<file path="src/rtl/mem_sweep_ctrl.sv">
// mem_sweep_ctrl: arbiter and FILL/VERIFY sweep engine for one simple-dual-port RAM.
// Define MEM_SWEEP_ERR_LOG_EN to build the first-mismatch address/data capture.
module mem_sweep_ctrl #(
    parameter int WID_MEM   = 16,
    parameter int DEPTH_MEM = 1024,
    parameter int CNT_W     = 16
) (
    input  logic               clk,
    input  logic               reset,
    input  logic               cmd_start,
    input  logic               cmd_op,
    input  logic [WID_MEM-1:0] fill_value,
    output logic               busy,
    output logic               done,
    output logic [CNT_W-1:0]   err_cnt,
    output logic [31:0]        err_addr,
    output logic [WID_MEM-1:0] err_data,
    input  logic               usr_req,
    input  logic               usr_we,
    input  logic [31:0]        usr_addr,
    input  logic [WID_MEM-1:0] usr_wdata,
    output logic               usr_gnt,
    output logic               usr_rvalid,
    output logic [WID_MEM-1:0] usr_rdata,
    output logic [31:0]        mem_raddr,
    output logic [31:0]        mem_waddr,
    output logic [WID_MEM-1:0] mem_din,
    output logic               mem_we,
    input  logic [WID_MEM-1:0] mem_dout
);
    localparam int AW = $clog2(DEPTH_MEM);
    localparam logic [AW-1:0] SA_LAST = AW'(DEPTH_MEM - 1);

    typedef enum logic [2:0] {S_IDLE, S_FILL, S_VERIFY, S_DRAIN, S_DONE} state_t;

    state_t             state, state_nx;
    logic [AW-1:0]      sa, sa_nx;
    logic [WID_MEM-1:0] fill_q;
    logic               sweep_wr, sweep_rd;
    logic               rd_pend;
    logic               usr_rd_q;
    logic               start_verify;
    logic               mismatch;
    logic [31:0]        raddr_q, waddr_q;
    logic [WID_MEM-1:0] din_q;

    assign start_verify = (state == S_IDLE) && cmd_start && cmd_op;
    assign mismatch     = rd_pend && (mem_dout != fill_q);

    always_comb begin
        state_nx = state;
        sa_nx    = sa;
        sweep_wr = 1'b0;
        sweep_rd = 1'b0;
        case (state)
            S_IDLE: begin
                if (cmd_start) begin
                    state_nx = cmd_op ? S_VERIFY : S_FILL;
                    sa_nx    = '0;
                end
            end
            S_FILL: begin
                if (!usr_req) begin
                    sweep_wr = 1'b1;
                    if (sa == SA_LAST) state_nx = S_DONE;
                    else               sa_nx    = sa + 1'b1;
                end
            end
            S_VERIFY: begin
                if (!usr_req) begin
                    sweep_rd = 1'b1;
                    if (sa == SA_LAST) state_nx = S_DRAIN;
                    else               sa_nx    = sa + 1'b1;
                end
            end
            // A granted user cycle stalls the drain too, so every grant costs one cycle.
            S_DRAIN: if (!usr_req) state_nx = S_DONE;
            S_DONE:  state_nx = S_IDLE;
            default: state_nx = S_IDLE;
        endcase
    end

    always_comb begin
        mem_we    = 1'b0;
        mem_waddr = waddr_q;
        mem_raddr = raddr_q;
        mem_din   = din_q;
        if (usr_req) begin
            if (usr_we) begin
                mem_we    = 1'b1;
                mem_waddr = usr_addr;
                mem_din   = usr_wdata;
            end else begin
                mem_raddr = usr_addr;
            end
        end else if (sweep_wr) begin
            mem_we    = 1'b1;
            mem_waddr = 32'(sa);
            mem_din   = fill_q;
        end else if (sweep_rd) begin
            mem_raddr = 32'(sa);
        end
    end

    always_ff @(posedge clk or posedge reset) begin
        if (reset) begin
            state    <= S_IDLE;
            sa       <= '0;
            fill_q   <= '0;
            rd_pend  <= 1'b0;
            usr_rd_q <= 1'b0;
            raddr_q  <= '0;
            waddr_q  <= '0;
            din_q    <= '0;
            err_cnt  <= '0;
        end else begin
            state    <= state_nx;
            sa       <= sa_nx;
            rd_pend  <= sweep_rd;
            usr_rd_q <= usr_req && !usr_we;
            raddr_q  <= mem_raddr;
            waddr_q  <= mem_waddr;
            din_q    <= mem_din;
            if (state == S_IDLE && cmd_start) begin
                fill_q <= fill_value;
                if (cmd_op) err_cnt <= '0;
            end else if (mismatch && (err_cnt != '1)) begin
                err_cnt <= err_cnt + 1'b1;
            end
        end
    end

    assign usr_gnt    = usr_req;
    assign usr_rvalid = usr_rd_q;
    assign usr_rdata  = usr_rd_q ? mem_dout : '0;
    assign busy       = (state == S_FILL) || (state == S_VERIFY) || (state == S_DRAIN);
    assign done       = (state == S_DONE);

`ifdef MEM_SWEEP_ERR_LOG_EN
    logic [AW-1:0]      rd_addr;
    logic               err_seen;
    logic [31:0]        err_addr_q;
    logic [WID_MEM-1:0] err_data_q;

    always_ff @(posedge clk or posedge reset) begin
        if (reset) begin
            rd_addr    <= '0;
            err_seen   <= 1'b0;
            err_addr_q <= '0;
            err_data_q <= '0;
        end else begin
            rd_addr <= sa;
            if (start_verify) begin
                err_seen   <= 1'b0;
                err_addr_q <= '0;
                err_data_q <= '0;
            end else if (mismatch && !err_seen) begin
                err_seen   <= 1'b1;
                err_addr_q <= 32'(rd_addr);
                err_data_q <= mem_dout;
            end
        end
    end

    assign err_addr = err_addr_q;
    assign err_data = err_data_q;
`else
    logic unused_log;
    assign unused_log = start_verify;
    assign err_addr   = '0;
    assign err_data   = '0;
`endif
endmodule

</file>
<file path="config.mk">
export PLATFORM = sky130hd
export DESIGN_NAME = mem_sweep_ctrl
export DESIGN_NICKNAME = d
export VERILOG_FILES = /design/src/rtl/mem_sweep_ctrl.sv
export SDC_FILE = /design/constraint.sdc
export NUM_CORES = 1
export LEC_CHECK = 0
export ABC_AREA = 0
export BUFFER_PORTS_ARGS = -buffer_cell sky130_fd_sc_hd__buf_2
export CORE_MARGIN = 2
export CORE_UTILIZATION = 50
export DETAILED_ROUTE_END_ITERATION = 10
export GPL_ROUTABILITY_DRIVEN = 0
export MAX_ROUTING_LAYER = met4
export PLACE_DENSITY = 0.87
export SYNTH_ARGS = -nofsm -noshare
export SYNTH_HDL_FRONTEND = slang
export SYNTH_SLANG_ARGS = --single-unit
</file>
<file path="constraint.sdc">
create_clock -name clk -period 5 [get_ports clk]
set_clock_uncertainty 0.2 [all_clocks]
set_input_delay 0.25 -clock clk [delete_from_list [all_inputs] [get_ports clk]]
set_output_delay 0.25 -clock clk [all_outputs]
set_load 0.01 [all_outputs]
</file>
==> results of run 1 <==
## per-stage QoR
stage                     power, uW  util [%]  hold WS [ns]  instance area (um2)  setup WS, ns
after global placement         2840      58.0        0.0359                 7610          1.76
after detailed placement       2880      58.0        0.0362                 7610          1.66
after CTS                      4140      66.7      0.000109                 8760          1.64
final                          4130      66.7        0.0104                 8770          1.65
after global routing           4390      66.7        0.0105                 8770          1.37
after floorplan                2450         -         0.155                 6860          1.17
## where the power goes
| part | leakage (uW) | switching (uW) | internal, uW |
|---|---|---|---|
| Sequential | 0.00159 | 217 | 1300 |
| Combinational | 0.00253 | 829 | 575 |
| Clock | 0.000288 | 427 | 783 |
| Total | 0.00441 | 1470 | 2660 |
## cells in the mapped netlist (all sizes together), types with 2 or more instances
master  instances  area share, %
inv             5           0.28
a22o           22            2.9
a211o           9            1.2
buf            64            6.8
nand3b          2           0.28
nor2           12           0.67
nor3           14            1.1
clkbuf         27            1.5
a21oi          42            3.1
or3             2           0.19
nor4b           3           0.71
nand2b          3           0.28
nor2b          38            3.7
or2             3           0.28
nand4           9           0.84
dfrtp         127             48
nor3b           2           0.30
nand3          14            1.2
and2           19            1.8
and3           12            1.2
mux2i          36            5.4
xor2            2           0.26
xnor2          23            3.0
o21ai          33            2.5
a21o            3           0.34
a211oi         38            4.3
ha              2           0.37
nor4            3           0.60
nand2         108            6.1
## state kept, by name, indices dropped and copies added (netlist names)
register / cells
din_q: 16
err_cnt: 16
fill_q: 16
raddr_q: 32
rd_pend: 1
sa: 10
state: 3
usr_rvalid: 1
waddr_q: 32
## layout make-up
type,instances,area (um2),area share [%]
inverters,5,21.3,0.243
flip-flops and latches,127,3180,36.2
diodes,1,2.50,0.0285
clock inverters,6,80.1,0.913
repair buffers,267,1640,18.7
well taps,176,220,2.51
multi-input cells,510,3120,35.6
clock buffers,26,499,5.69
## cell families after synthesis
kind of cell,synth area share (%)
AOI/OAI and AO/OA,14.7
xor gates and xnor gates,3.28
adders and majority gates,0.524
buffers and inverters,8.64
DFF,47.6
muxes,5.56
other,0.0561
and+or+nand+nor,19.6
## worst max-delay path: cells and delay by family
kind / cells / cell delay [ns]
AOI/OAI and AO/OA: 1 / 0.15
buffers and inverters: 4 / 1.42
and+or+nand+nor: 2 / 1.06
## worst paths after layout
path                                from  depth (start not counted)             to  slack, ns
min in group asynchronous          reset                          3    waddr_q[24]       0.16
hold / removal             usr_wdata[10]                          3      din_q[10]       0.01
setup reg to reg                state[0]                          6    err_cnt[15]       2.07
setup / recovery                  usr_we                          7  mem_raddr[19]       1.65
hold reg to reg              waddr_q[14]                          1    waddr_q[14]       0.30
max in group asynchronous          reset                          4     waddr_q[7]       3.32
## routing by layer
layer | track usage (%) | routed length [um]
met3 | 5.89 | 1130
met2 | 43.1 | 9000
met5 | - | 0
met4 | 9.34 | 342
met1 | 33.2 | 7560
==> impl_results.md, run 1 <==
- Initial core utilization: 50.8%
- Worst-path fanout max: 38
- Clock sinks: ~130
- Ys Warns: 0
- Max Slew Vio Count: 0
- CP Class: input pin to output port
- CTS max path bufs: 2
- Tmin final: 3.35 ns
- Worst path most repeated cell: buf_2
- 1st-iter DRT viols: 359
- Mapped Cells: a little under 700
- RSZ-0062 raised after global routing: no
- Hold Path Class: input pin to flip-flop
- Gr ovfl total: 0
- Wire per inst: 16.1 um
- Chip width: 120 um
- Slowest cell on crit path: nand2b_1
- H-tree depth: 4
- Pwr dens: 471 nW/um2
- CTS Buf Count: 17
- VDD IR max: 0.345 mV
- Worst setup EP type: output port
- Site Rows: between 40 and 50
- Inst Count DP: 1,028
- Slew headroom: 13.0%
- Syn avg cell area: 9.74 um2
- Setup bufs post-CTS: 0
- # hold bufs at CTS: 57
- Leakage power: 0.00441 uW
- Final worst path period share: roughly two thirds
- Post-synth ARST share: 100%
- Layout overhead on the synthesized area: 31.3%
- Worst EP required: 4.55 ns
- Critical path's largest stage delay: about 0.83 ns
- Most frequent cells in the layout: 202 x buf_2, 127 x dfrtp_1, 108 x nand2_1, 57 x dlygate4sd3_1, 48 x conb_1
- Antenna violations before repair: 1
- FF+latch count, synth: about 130
- GRT Util Overall: 26.6%
- Fmax: around 0.30 GHz
- Post-synthesis cell area: 6680 um2
- Number of global-route vias before repair: roughly 5,800
- # port buffers: 202
- Setup violators final: 0
- Critical-path cell list: buf_2 > buf_4 > nand2b_1 > inv_1 > nand2_1 > o21ai_0 > buf_2
- Die Area: 14,300 um2
- Vias per cell: 5.32
- Global-route wire length before repair: 29.1 mm
- Fin. Hold Viols: 0
- Clk Latency, worst-skew pair: 0.41 ns
- Clock transition at the registers of the reported paths: about 0.050 ns
- DP HPWL: 11.2 mm
- Ys flop type: dfrtp_1
- DRT antenna net count: 0
- Outcome: finished clean
- Setup TNS: 0 ns
- Root Driver: clkbuf_16
- Die height: 120 um
- WL final: between 15 and 20 mm
- Clock tree from TritonCTS: done
- Final Non-Filler Cells: 1,118
- Distinct cells, synth: 53
- Largest net degree at the start of global routing: 64
- Post_cts resized: 0
- EDFF count, synth: 0
- Seq/Total Area, Yosys: 47.6%
- CP arrival: 2.90 ns
- Routed vias: 5,946
- Fillers: 990
- Final nets: 1,016
- TritonRoute pass-1 iters: 5
- # IOs: ~250
- Core area: 13,100 um2
- Max Cap Viol: 0
- Share of cells above drive strength 1: approximately 27%
- Residual DRC count: 0
- Critical path launch point type: input pin
- Worst slew pin tran: 1.31 ns
- Commonest non-fill, non-tap cell in the layout: buf_2
Note: power is estimated with default switching activity, not from simulation.
==> run 2, diff against run 1 <==
--- a/config.mk
+++ b/config.mk
@@ -8,11 +8,11 @@
 export ABC_AREA = 0
 export BUFFER_PORTS_ARGS = -buffer_cell sky130_fd_sc_hd__buf_2
 export CORE_MARGIN = 2
-export CORE_UTILIZATION = 50
+export CORE_UTILIZATION = 45
 export DETAILED_ROUTE_END_ITERATION = 10
 export GPL_ROUTABILITY_DRIVEN = 0
 export MAX_ROUTING_LAYER = met4
-export PLACE_DENSITY = 0.87
+export PLACE_DENSITY = 0.83
 export SYNTH_ARGS = -nofsm -noshare
 export SYNTH_HDL_FRONTEND = slang
 export SYNTH_SLANG_ARGS = --single-unit
==> constraint.sdc (replaced) <==
create_clock -name clk -period 2.8 [get_ports clk]
set_clock_uncertainty 0.2 [all_clocks]
set_input_delay 0.14 -clock clk [delete_from_list [all_inputs] [get_ports clk]]
set_output_delay 0.14 -clock clk [all_outputs]
set_load 0.01 [all_outputs]
==> impl_results.md, run 2 (same netlist as run 1, synthesis figures left out) <==
- Gr ovfl total: 0 (unchanged)
- WL final: 18.4 mm (was 18.0 mm)
- Largest registers: raddr_q x32, waddr_q x32 (unchanged)
- Final worst path period share: around 92%
- VDD IR max: 0.511 mV (was 0.345 mV)
- RSZ-0062 raised after global routing: no (unchanged)
- Vias per cell: 5.32 (about the same)
- TritonRoute pass-1 iters: 4 (was 5)
- H-tree depth: 4 (unchanged)
- Worst setup EP type: output port (unchanged)
- CTS Buf Count: 17 (unchanged)
- Die Area: 15,800 um2 (was 14,300 um2)
- Worst-path fanout max: 22 (was 38)
- Clock transition at the registers of the reported paths: 0.06 ns (was 0.05 ns)
- Setup violators final: 0 (unchanged)
- # IOs: 251 (unchanged)
- Fmax: 0.388 GHz
- CP arrival: 2.24 ns (was 2.90 ns)
- Largest net degree at the start of global routing: 128 (was 64)
- Critical path launch point type: flip-flop (was input pin)
- Setup TNS: 0 ns (unchanged)
- Hold Path Class: input pin to flip-flop (unchanged)
- DP HPWL: 11.3 mm (was 11.2 mm)
- CTS max path bufs: 2 (unchanged)
- Residual DRC count: 0 (unchanged)
- Worst EP required: 2.46 ns (was 4.55 ns)
- Commonest non-fill, non-tap cell in the layout: buf_2 (unchanged)
- Fin. Hold Viols: 0 (unchanged)
- Setup WS post-layout: 0.220 ns (was 1.65 ns)
- Share of cells above drive strength 1: 27.5% (was 27.0%)
- Max Slew Vio Count: 0 (unchanged)
- Layout overhead on the synthesized area: 35.0% (was 31.3%)
- Outcome: finished clean (unchanged)
- Die height: 126 um (was 120 um)
- Root Driver: clkbuf_16 (unchanged)
- Initial core utilization: 46.0% (was 50.8%)
- Core area: 14,500 um2 (was 13,100 um2)
- Slew headroom: 49.4% (was 13.0%)
- Chip width: 126 um (was 120 um)
- Max Cap Viol: 0 (unchanged)
- Number of diodes: 0 (was 1)
- DRT antenna net count: 0 (unchanged)
- Worst slew pin tran: 0.758 ns (was 1.31 ns)
- Site Rows: 44 (was 42)
- 1st-iter DRT viols: 442 (was 359)
- # port buffers: 202 (unchanged)
- Most frequent cells in the layout: 202 x buf_2, 125 x dfrtp_1, 108 x nand2_1, 69 x dlygate4sd3_1, 48 x conb_1 (was 202 x buf_2, 127 x dfrtp_1, 108 x nand2_1, 57 x dlygate4sd3_1, 48 x conb_1)
- GRT Util Overall: 24.0% (was 26.6%)
- Global-route wire length before repair: 30.1 mm (was 29.1 mm)
- Clk Latency, worst-skew pair: 0.42 ns (was 0.41 ns)
- Dpl ws: 0.356 ns (was 1.66 ns)
- Tmin final: 2.58 ns
- Clock sinks: 127 (unchanged)
- Pwr dens: 851 nW/um2 (was 471 nW/um2)
- CP Class: flip-flop to output port (was input pin to output port)
- Total Power: 7670 uW (was 4130 uW)
- Setup bufs post-CTS: 0 (unchanged)
- Final nets: 1,034 (was 1,016)
- Leakage power: 0.00450 uW (was 0.00441 uW)
- Antenna violations before repair: 0 (was 1)
- Routed vias: 6,083 (was 5,946)
- Clock tree from TritonCTS: done (unchanged)
- Number of global-route vias before repair: 5,969 (was 5,786)
- Wire per inst: 16.1 um (about the same)
run 2: repair_timing:
| action | CTS | global route |
|---|---|---|
| endpoints found under the setup margin | 0 | 27 |
| hold endpoints to repair | 225 | 0 |
| resized for setup | 0 | 4 |
| hold buffers | 69 | 0 |
run 2: final cells by class:
cell class              instances  area (um2)
fillers                      1127        5520
flip-flops and latches        127        3180
multi-input cells             510        3130
repair buffers                285        1840
clock buffers                  21         450
well taps                     184         230
clock inverters                11         164
inverters                       5        22.5
run 2: final timing paths:
kind | from | end | slack (ns) | cells after the start
max | state[0] | mem_raddr[9] | 0.22 | 7
min | usr_we | raddr_q[8] | 0.20 | 4
max reg2reg | fill_q[15] | err_cnt[2] | 0.35 | 7
min reg2reg | waddr_q[20] | waddr_q[20] | 0.29 | 1
max in group asynchronous | reset | state[2] | 1.56 | 4
min in group asynchronous | reset | err_cnt[11] | 0.27 | 4
run 2: where the power goes:
part           switching [uW]  internal [uW]
Clock                     810           1510
Combinational            1550           1110
Sequential                364           2330
run 2: per-layer routing:
metal,part of all wire (%),track usage [%],up-vias
met1,42,30.2,2985
met4,1.4,6.59,0
met5,0,-,-
li1,-,-,2821
met3,5.9,5.31,25
met2,50,39.6,252
run 2: per-stage QoR:
step,util [%],hold WS [ns],cell area (um2),instances
finish,62.0,0.198,9010,1143
global placement,53.0,0.135,7700,1042
detailed placement,53.0,0.136,7700,1042
CTS,61.9,0.192,9000,1143
global route,62.0,0.220,9010,1143
floorplan,-,0.0454,6860,733
run 2: critical path, cell delays in order, from the launching register on:
cell	delay, ns
dfrtp_2	0.48
or2_2	0.35
nor2_1	0.14
buf_6	0.22
nor2b_1	0.09
a211oi_1	0.25
a21oi_1	0.10
buf_2	0.19
